--- src/rtl/if_id_skid_pipereg.sv ---
`default_nettype none
// ============================================================================
// Module   : if_id_skid_pipereg
// Purpose  : IF->ID 2-entry skid pipeline register with flush, opcode
//            pre-decode and a saturating stall counter.
// Revision : 1.0
// ============================================================================
module if_id_skid_pipereg #(
    parameter int DATA_W     = 32,
    parameter int CNT_W      = 16,
    parameter bit FLUSH_ZERO = 1'b1
) (
    input  logic              i_sys_clk,
    input  logic              i_sys_rst,
    input  logic              i_valid,
    output logic              o_ready,
    input  logic [DATA_W-1:0] i_PC_in,
    input  logic [DATA_W-1:0] i_instruction_in,
    input  logic              i_flush,
    output logic              o_valid,
    input  logic              i_ready,
    output logic [DATA_W-1:0] o_PC_out,
    output logic [DATA_W-1:0] o_instruction_out,
    output logic              o_R_type,
    output logic              o_J_type,
    output logic              o_branch,
    output logic              o_mem,
    output logic [CNT_W-1:0]  o_stall_cnt
);

    typedef enum logic [1:0] {
        ST_EMPTY = 2'b00,
        ST_ONE   = 2'b01,
        ST_TWO   = 2'b10
    } state_t;

    localparam logic [CNT_W-1:0] c_cnt_max = {CNT_W{1'b1}};

    state_t              r_state;
    state_t              w_state_next;
    logic                r_ready;
    logic [DATA_W-1:0]   r_main_pc;
    logic [DATA_W-1:0]   r_main_instr;
    logic [3:0]          r_main_flags;
    logic [DATA_W-1:0]   r_skid_pc;
    logic [DATA_W-1:0]   r_skid_instr;
    logic [3:0]          r_skid_flags;
    logic [CNT_W-1:0]    r_stall_cnt;

    logic                w_accept;
    logic                w_pop;
    logic                w_load_main_in;
    logic                w_load_main_skid;
    logic                w_load_skid;
    logic [3:0]          w_in_flags;

    // Flag vector layout: {R, J, branch, mem}
    function automatic logic [3:0] decode_class(input logic [5:0] op);
        logic [3:0] f;
        f    = 4'b0000;
        f[3] = (op == 6'b000000);
        f[2] = (op == 6'b000010) || (op == 6'b000011);
        f[1] = (op == 6'b000100) || (op == 6'b000101);
        f[0] = (op == 6'b100011) || (op == 6'b101011);
        return f;
    endfunction

    assign w_in_flags = decode_class(i_instruction_in[DATA_W-1 -: 6]);
    assign o_valid    = (r_state != ST_EMPTY);
    assign o_ready    = r_ready;
    assign w_accept   = i_valid & r_ready;
    assign w_pop      = o_valid & i_ready;

    always_comb begin
        w_state_next     = r_state;
        w_load_main_in   = 1'b0;
        w_load_main_skid = 1'b0;
        w_load_skid      = 1'b0;
        if (i_flush) begin
            w_state_next = ST_EMPTY;
        end else begin
            case (r_state)
                ST_EMPTY: begin
                    if (w_accept) begin
                        w_load_main_in = 1'b1;
                        w_state_next   = ST_ONE;
                    end
                end
                ST_ONE: begin
                    if (w_accept && w_pop) begin
                        w_load_main_in = 1'b1;
                    end else if (w_accept) begin
                        w_load_skid  = 1'b1;
                        w_state_next = ST_TWO;
                    end else if (w_pop) begin
                        w_state_next = ST_EMPTY;
                    end
                end
                ST_TWO: begin
                    if (w_pop) begin
                        w_load_main_skid = 1'b1;
                        w_state_next     = ST_ONE;
                    end
                end
                default: w_state_next = ST_EMPTY;
            endcase
        end
    end

    always_ff @(posedge i_sys_clk) begin
        if (i_sys_rst) begin
            r_state      <= ST_EMPTY;
            r_ready      <= 1'b1;
            r_main_pc    <= '0;
            r_main_instr <= '0;
            r_main_flags <= '0;
            r_skid_pc    <= '0;
            r_skid_instr <= '0;
            r_skid_flags <= '0;
            r_stall_cnt  <= '0;
        end else begin
            r_state <= w_state_next;
            // Registered so o_ready has no combinational path from i_ready
            r_ready <= (w_state_next != ST_TWO);

            if (o_valid && !i_ready && (r_stall_cnt != c_cnt_max)) begin
                r_stall_cnt <= r_stall_cnt + 1'b1;
            end

            if (i_flush) begin
                if (FLUSH_ZERO) begin
                    r_main_pc    <= '0;
                    r_main_instr <= '0;
                    r_main_flags <= '0;
                end
            end else if (w_load_main_in) begin
                r_main_pc    <= i_PC_in;
                r_main_instr <= i_instruction_in;
                r_main_flags <= w_in_flags;
            end else if (w_load_main_skid) begin
                r_main_pc    <= r_skid_pc;
                r_main_instr <= r_skid_instr;
                r_main_flags <= r_skid_flags;
            end

            if (w_load_skid) begin
                r_skid_pc    <= i_PC_in;
                r_skid_instr <= i_instruction_in;
                r_skid_flags <= w_in_flags;
            end
        end
    end

    assign o_PC_out          = r_main_pc;
    assign o_instruction_out = r_main_instr;
    assign o_R_type          = r_main_flags[3];
    assign o_J_type          = r_main_flags[2];
    assign o_branch          = r_main_flags[1];
    assign o_mem             = r_main_flags[0];
    assign o_stall_cnt       = r_stall_cnt;

endmodule
`default_nettype wire

--- config.mk ---
export PLATFORM = sky130hd
export DESIGN_NAME = if_id_skid_pipereg
export DESIGN_NICKNAME = d
export VERILOG_FILES = /design/src/rtl/if_id_skid_pipereg.sv
export SDC_FILE = /design/constraint.sdc
export NUM_CORES = 1
export LEC_CHECK = 0
export BUFFER_PORTS_ARGS = -buffer_cell sky130_fd_sc_hd__clkbuf_2
export CAP_MARGIN = 15
export CORE_ASPECT_RATIO = 1.4
export CORE_UTILIZATION = 30
export CTS_BUF_LIST = sky130_fd_sc_hd__clkbuf_8
export CTS_CLUSTER_DIAMETER = 50
export DETAILED_ROUTE_END_ITERATION = 16
export PLACE_DENSITY = 0.5
export SKIP_LAST_GASP = 1
export SLEW_MARGIN = 20
export SYNTH_ARGS = -nofsm -noshare
export SYNTH_HDL_FRONTEND = slang
export SYNTH_SLANG_ARGS = --single-unit
--- constraint.sdc ---
create_clock -name i_sys_clk -period 1.7 [get_ports i_sys_clk]
set_input_delay 0 -clock i_sys_clk [delete_from_list [all_inputs] [get_ports i_sys_clk]]
set_output_delay 0 -clock i_sys_clk [all_outputs]
set_load 0.005 [all_outputs]
# Yosys cells after proc, flatten, opt, wreduce, memory -nomap -nowiden

Index checks and enable logic that the tools add are counted.

Add/sub/neg operators: 1
$mul: 0
Div/mod/pow operators: 0
Order comparisons: 0
Equality and inequality tests: 10
Shifts and indexed selects: 0
Multiplexer cells: 23
Bitwise logic cells: 2
Reductions and logical operators: 12

Operators by type and width:

| kind                                                                  | count |
|---|---|
| 32-bit two-way mux                                                    | 4 |
| 16-bit by 1-bit adder with 16-bit output, second input constant       | 1 |
| 16-bit inequality test, second input constant                         | 1 |
| 6-bit by 2-bit equality test with 1-bit output, second input constant | 2 |
| 6-bit by 3-bit equality test with 1-bit output, second input constant | 2 |
| 6-bit equality test, second input constant                            | 2 |
| 2-bit two-way mux                                                     | 6 |
| 1-bit two-way mux                                                     | 9 |
| 4-bit two-way mux                                                     | 2 |
| 6-bit zero test                                                       | 1 |
| 2-bit case mux with 3 select lines                                    | 1 |
| 2-bit nonzero test                                                    | 2 |
| 1-bit logical AND                                                     | 3 |
| 1-bit logical OR                                                      | 3 |
| 1-bit AND                                                             | 2 |
| 2-bit by 1-bit equality test with 1-bit output, second input constant | 1 |
| 2-bit equality test, second input constant                            | 1 |
| 2-bit zero test                                                       | 1 |
| 2-bit inequality test, second input constant                          | 1 |
| 1-bit case mux with 2 select lines                                    | 1 |
| 2-bit OR reduction                                                    | 1 |
| 1-bit zero test                                                       | 1 |

Flip-flop bits (word level): 155
Bits in latches: 0
RAM bits: 0
Memory bits (read-only): 0
Input bits: 69
Output and inout port bits: 86
Word-level logic and storage cells: 57
Memories kept: 0

# Logic depth before layout (Yosys ltp)

Word-level depth: 8
Depth in mapped cells: 8
Mapped depth without buffers: 5

# Least setup slack after synthesis

Ideal clock, no wire load.

Path kind: flip-flop to flip-flop
From: register r_stall_cnt[0], in the netlist o_stall_cnt[0]
To: register r_stall_cnt[1], in the netlist o_stall_cnt[1]
Arrival time: 1,624 ps
Setup slack: -44 ps
Cell stages (with the launch flop): 7
Clock period less this slack: 1,744 ps
Cell sequence: dfxtp_1 -> ha_1 -> nand4_1 -> nor4_2 -> buf_2 -> nor2_1 -> mux2i_1

Cells in the longest elaborated chain, start to end: 2
Elaborated cells between the ends (all ways): 3
Classes of those cells: 1 x add/sub; 1 x eq/ne; 1 x reduce/logical

RTL lines:

| what                                                                             | line | source |
|---|---|---|
| start, declared                                                                  | 48   | `logic [CNT_W-1:0] r_stall_cnt;` |
| start signal, assigned                                                           | 127  | `r_stall_cnt <= r_stall_cnt + 1'b1;` |
| branches (longest 2 deep; another with 16-bit by 1-bit adder with 16-bit output) | --   |  |

Several ways; the timed one is not identified.
A chain may end at the register's enable or synchronous reset.

# Worst setup path in the final report

From: register r_stall_cnt[0], in the netlist o_stall_cnt[0]
To: register r_stall_cnt[6], in the netlist o_stall_cnt[6]

The elaborated chain is that of the path after synthesis.

==> metrics.log <==
[metrics] proportion of layout cells with a drive suffix above 1: a little over a quarter
[metrics] pin slew with the least headroom to its limit: roughly 580 ps
[metrics] Setup Slack @ Placement: -2.81 ps
[metrics] global route hottest layer: met2
[metrics] vias in the first global route: 5881
[metrics] wire length of the first global-routing pass: 29300 µm
[metrics] per-instance average area after synthesis: 7.76 µm²
[metrics] number of sinks handled by clock tree synthesis: around 160
[metrics] number of max-slew violations in the final report: 0
[metrics] Worst Setup Slack, final: between 10 and 15 ps
[metrics] Routed Wire Length: roughly 20000 µm
[metrics] Post-synth EDFFs: 0
[metrics] Final HPWL DP: ~11000 µm
[metrics] core occupancy in the finished layout: approximately 44%
[metrics] GPL Wtd Cong: about 0.77
[metrics] DIE WIDTH: roughly 120 µm
[metrics] area taken by multi-input logic gates: around 2900 µm²
[metrics] crit path cell chain: ha_4 -> nand4_1 -> buf_4 -> nor4b_2 -> mux2_2
[metrics] remaining design rule violation count: 0
[metrics] wire per inst: 15.3 µm
[metrics] DRT iter0 DRCs: between 300 and 400
[metrics] async set or reset register ratio after synthesis: 0%
[metrics] Sequential cell area: roughly 3100 µm²
[metrics] Tightest Hold Check Type: primary input to register
[metrics] kind of cell with the highest combined delay on the critical path: simple AND/OR/NAND/NOR gates
[metrics] number of antenna cells inserted: 0
[metrics] power density relative to cell area: 829 nW/µm²
[metrics] vias after detailed routing: about 6300
[metrics] CP peak stage delay: between 300 and 400 ps
[metrics] antenna violations before repair: 0
[metrics] worst slew slack as a fraction of its limit: between 60% and 70%
[metrics] clock tree from TritonCTS: built
[metrics] routed vias/inst: 4.88
[metrics] clk slew on worst S/H paths: 90 ps
[metrics] area enclosed by the die boundary: between 20000 and 25000 µm²
[metrics] number of fillers in the final layout: 2026
[metrics] area of the core: between 15000 and 20000 µm²
[metrics] insertion delay to the later sink of the worst-skew pair: between 400 and 500 ps
[metrics] achievable clock frequency: between 0.5 and 0.6 GHz
[metrics] total CTS buffers: 17
[metrics] Hold Vio Cnt, Final: 0
[metrics] signal arrival time at the worst endpoint: just over 2000 ps
[metrics] Peak VDD IR: 0.377 mV
[metrics] clk_skew: 21.2 ps
[metrics] remaining number of nets flagged by the antenna check after routing: 0
[metrics] final worst-path cycle share: between 90% and 100%
[metrics] total power after layout: about 7.3 mW
[metrics] global-route congestion overflow total: 0
[metrics] cell at the slowest stage of the critical path: sky130_fd_sc_hd__dfxtp_2
[metrics] largest net degree at the start of global routing: 86
[metrics] Synth cell types: 46
[metrics] number of placed I/O pins: around 160
[metrics] max-cap viol count: 0
[metrics] Layout area overhead: 43.2%
[metrics] M2 GR Usage: 31.7%
[metrics] Syn. warnings: 0
[metrics] time the final worst path needs with I/O delays and setup: roughly 1700 ps
[metrics] final-report setup violation count: 0
[metrics] GRT Total Usage: between 15 and 20%
[metrics] worst-path fanout max: 3
[metrics] leakage power summed over all cells: 3.28 nW
[metrics] sort of element at the end of the critical path: register
[metrics] count of input and output buffers: roughly 150
[metrics] total of flip-flops plus latches after synthesis: 155
[metrics] maximum buffer depth of the clock tree: 2
[metrics] Most used DFF post-synth: sky130_fd_sc_hd__dfxtp_1
[metrics] # nets final: between 1000 and 1500
[metrics] result of the run: completed
[metrics] met1 Usage GRT: about a fifth
[metrics] Initial Utilization: between 30% and 40%
[metrics] class of the most critical setup path: register to register
[metrics] Die Span Y: approximately 170 µm
[metrics] worst path required time: between 2000 and 2500 ps
[metrics] syn nets: approximately 860
[metrics] sequential cell area fraction in the yosys report: 50.5%
[metrics] number of levels the H-tree was split into: 4
[metrics] Synth Cell Area: ~6100 µm²
[metrics] RSZ-0062 raised after global routing: yes
[metrics] met3 usage: under 10%
[metrics] Cells after Synth: 792
[metrics] number of iterations in the first detailed-routing pass: 4
[metrics] critical path launch point type: register
[metrics] CP bufs+invs: 1
[metrics] clock root buffer: sky130_fd_sc_hd__clkbuf_8
[metrics] row count: just over 60
==> layout by cell type (no fill, tap or decap), types with 2 or more instances in the layout <==
| master | count |
|---|---|
| sky130_fd_sc_hd__dfxtp_2 | 4 |
| sky130_fd_sc_hd__clkinv_4 | 2 |
| sky130_fd_sc_hd__dlygate4sd3_1 | 65 |
| sky130_fd_sc_hd__nor4_1 | 3 |
| sky130_fd_sc_hd__and4_1 | 2 |
| sky130_fd_sc_hd__nand4_1 | 5 |
| sky130_fd_sc_hd__clkbuf_8 | 21 |
| sky130_fd_sc_hd__buf_4 | 47 |
| sky130_fd_sc_hd__clkinv_2 | 2 |
| sky130_fd_sc_hd__nor4_4 | 2 |
| sky130_fd_sc_hd__and3_1 | 2 |
| sky130_fd_sc_hd__a31oi_2 | 3 |
| sky130_fd_sc_hd__dfxtp_1 | 151 |
| sky130_fd_sc_hd__a31oi_1 | 64 |
| sky130_fd_sc_hd__a21oi_2 | 2 |
| sky130_fd_sc_hd__clkinvlp_4 | 2 |
| sky130_fd_sc_hd__buf_6 | 2 |
| sky130_fd_sc_hd__o31ai_1 | 2 |
| sky130_fd_sc_hd__nor2_1 | 6 |
| sky130_fd_sc_hd__nor4_2 | 2 |
| sky130_fd_sc_hd__mux2i_1 | 2 |
| sky130_fd_sc_hd__nand2b_1 | 2 |
| sky130_fd_sc_hd__bufinv_16 | 2 |
| sky130_fd_sc_hd__nand3_1 | 6 |
| sky130_fd_sc_hd__clkbuf_16 | 4 |
| sky130_fd_sc_hd__nor2b_1 | 2 |
| sky130_fd_sc_hd__nand2_1 | 276 |
| sky130_fd_sc_hd__o21ai_1 | 6 |
| sky130_fd_sc_hd__nor3_1 | 4 |
| sky130_fd_sc_hd__clkbuf_2 | 153 |
| sky130_fd_sc_hd__or3_1 | 5 |
| sky130_fd_sc_hd__buf_12 | 8 |
| sky130_fd_sc_hd__o21ai_0 | 67 |
| sky130_fd_sc_hd__a21oi_1 | 76 |
| sky130_fd_sc_hd__inv_1 | 3 |
| sky130_fd_sc_hd__or4b_4 | 2 |
| sky130_fd_sc_hd__or4_1 | 2 |
==> area by class of cell <==
class	instances	share of cell area [%]
clock buffers	21	3.28
multi-input cells	573	32.9
clock inverters	10	1.31
inverters	2	0.0853
flip-flops and latches	155	35.3
well taps	252	3.58
repair buffers	280	23.5
==> power by group <==
group | leakage [nW] | switching, mW | internal (mW) | total, mW
sequential | 1.26 | 0.0394 | 3.70 | 3.74
combinational | 1.82 | 0.351 | 0.341 | 0.692
clock | 0.205 | 1.42 | 1.45 | 2.87
total | 3.28 | 1.81 | 5.49 | 7.30
==> timing repair <==
item,4_1_cts,5_1_grt
endpoints found under the setup margin,3,127
hold endpoints to repair,135,0
gates resized for setup,2,33
cloned,0,6
pin swaps,2,4
hold buffers,65,0
setup buffers,1,4
==> state kept, by name (all words and copies together), names as in the netlist <==
register           flops
r_skid_flags           4
r_state                2
o_PC_out              32
o_ready                1
o_stall_cnt           16
r_skid_instr          32
o_instruction_out     32
r_main_flags           4
r_skid_pc             32
==> synthesized netlist by cell type (all sizes together), types with 2 or more instances <==
| cell type | count | share of area, % |
|---|---|---|
| nor3 | 5 | 0.41 |
| or3 | 6 | 0.61 |
| o21bai | 2 | 0.24 |
| inv | 2 | 0.12 |
| or4 | 3 | 0.37 |
| nor4 | 7 | 0.92 |
| nand3 | 7 | 0.57 |
| o21ai | 74 | 6.0 |
| mux2i | 2 | 0.33 |
| nand2b | 2 | 0.20 |
| dfxtp | 155 | 50 |
| and3 | 2 | 0.20 |
| nor2 | 8 | 0.49 |
| a31oi | 68 | 6.9 |
| and4 | 2 | 0.29 |
| buf | 23 | 2.3 |
| nor2b | 2 | 0.20 |
| clkbuf | 40 | 2.5 |
| nand4 | 5 | 0.51 |
| nand2 | 277 | 17 |
| mux2 | 2 | 0.37 |
| o31ai | 2 | 0.24 |
| a21oi | 78 | 6.4 |
==> per-layer routing <==
metal	up-vias	part of all wire, %
met1	2955	44
met2	136	50
li1	3197	-
met4	0	1.4
met3	17	4.7
met5	-	0
==> path summary, 6_finish.rpt <==
check | start | end | slack (ps) | cells after the start
setup / recovery | o_stall_cnt[0]$_SDFFE_PP0P_ | o_stall_cnt[6]$_SDFFE_PP0P_ | 10 | 5
hold / removal | i_ready | r_state[0]$_SDFF_PP0_ | 60 | 4
setup reg to reg | o_stall_cnt[0]$_SDFFE_PP0P_ | o_stall_cnt[6]$_SDFFE_PP0P_ | 10 | 5
hold reg to reg | r_skid_pc[22]$_SDFFE_PP0P_ | o_PC_out[22]$_SDFFE_PP0P_ | 450 | 2
==> worst register-to-register path, delay by kind of cell, from the launching register on <==
kind                     cells  cell delay (ps)
adder cells (fa/ha/maj)      1              140
flip-flops                   1              370
AND/OR/NAND/NOR              2              500
multiplexers                 1              360
buffers and inverters        1              200
==> stage by stage <==
stage | TNS, ps | area [µm²] | hold slack [ps] | std cells
CTS | -12.1 | 8510 | 28.4 | 1283
global route | -93.5 | 8800 | 64.4 | 1293
global placement | 0 | 7450 | 238 | 1186
detailed placement | -2.81 | 7450 | 242 | 1186
finish | 0 | 8800 | 56.1 | 1293
floorplan | -1.03 | 6150 | 76.8 | 792
==> kinds of logic (layout without fill, tap and decap cells) <==
| kind of cell | Yosys count | count (layout) | share of synthesized area (%) |
|---|---|---|---|
| xor+xnor | 1 | 1 | 0.143 |
| fa+ha+maj | 1 | 1 | 0.204 |
| flops | 155 | 155 | 50.5 |
| simple gates | 332 | 333 | 22.5 |
| compound gates | 234 | 234 | 21.2 |
| mux | 4 | 4 | 0.692 |
| buf+inv | 65 | 313 | 4.84 |
Power figures use the tool's default switching activity.
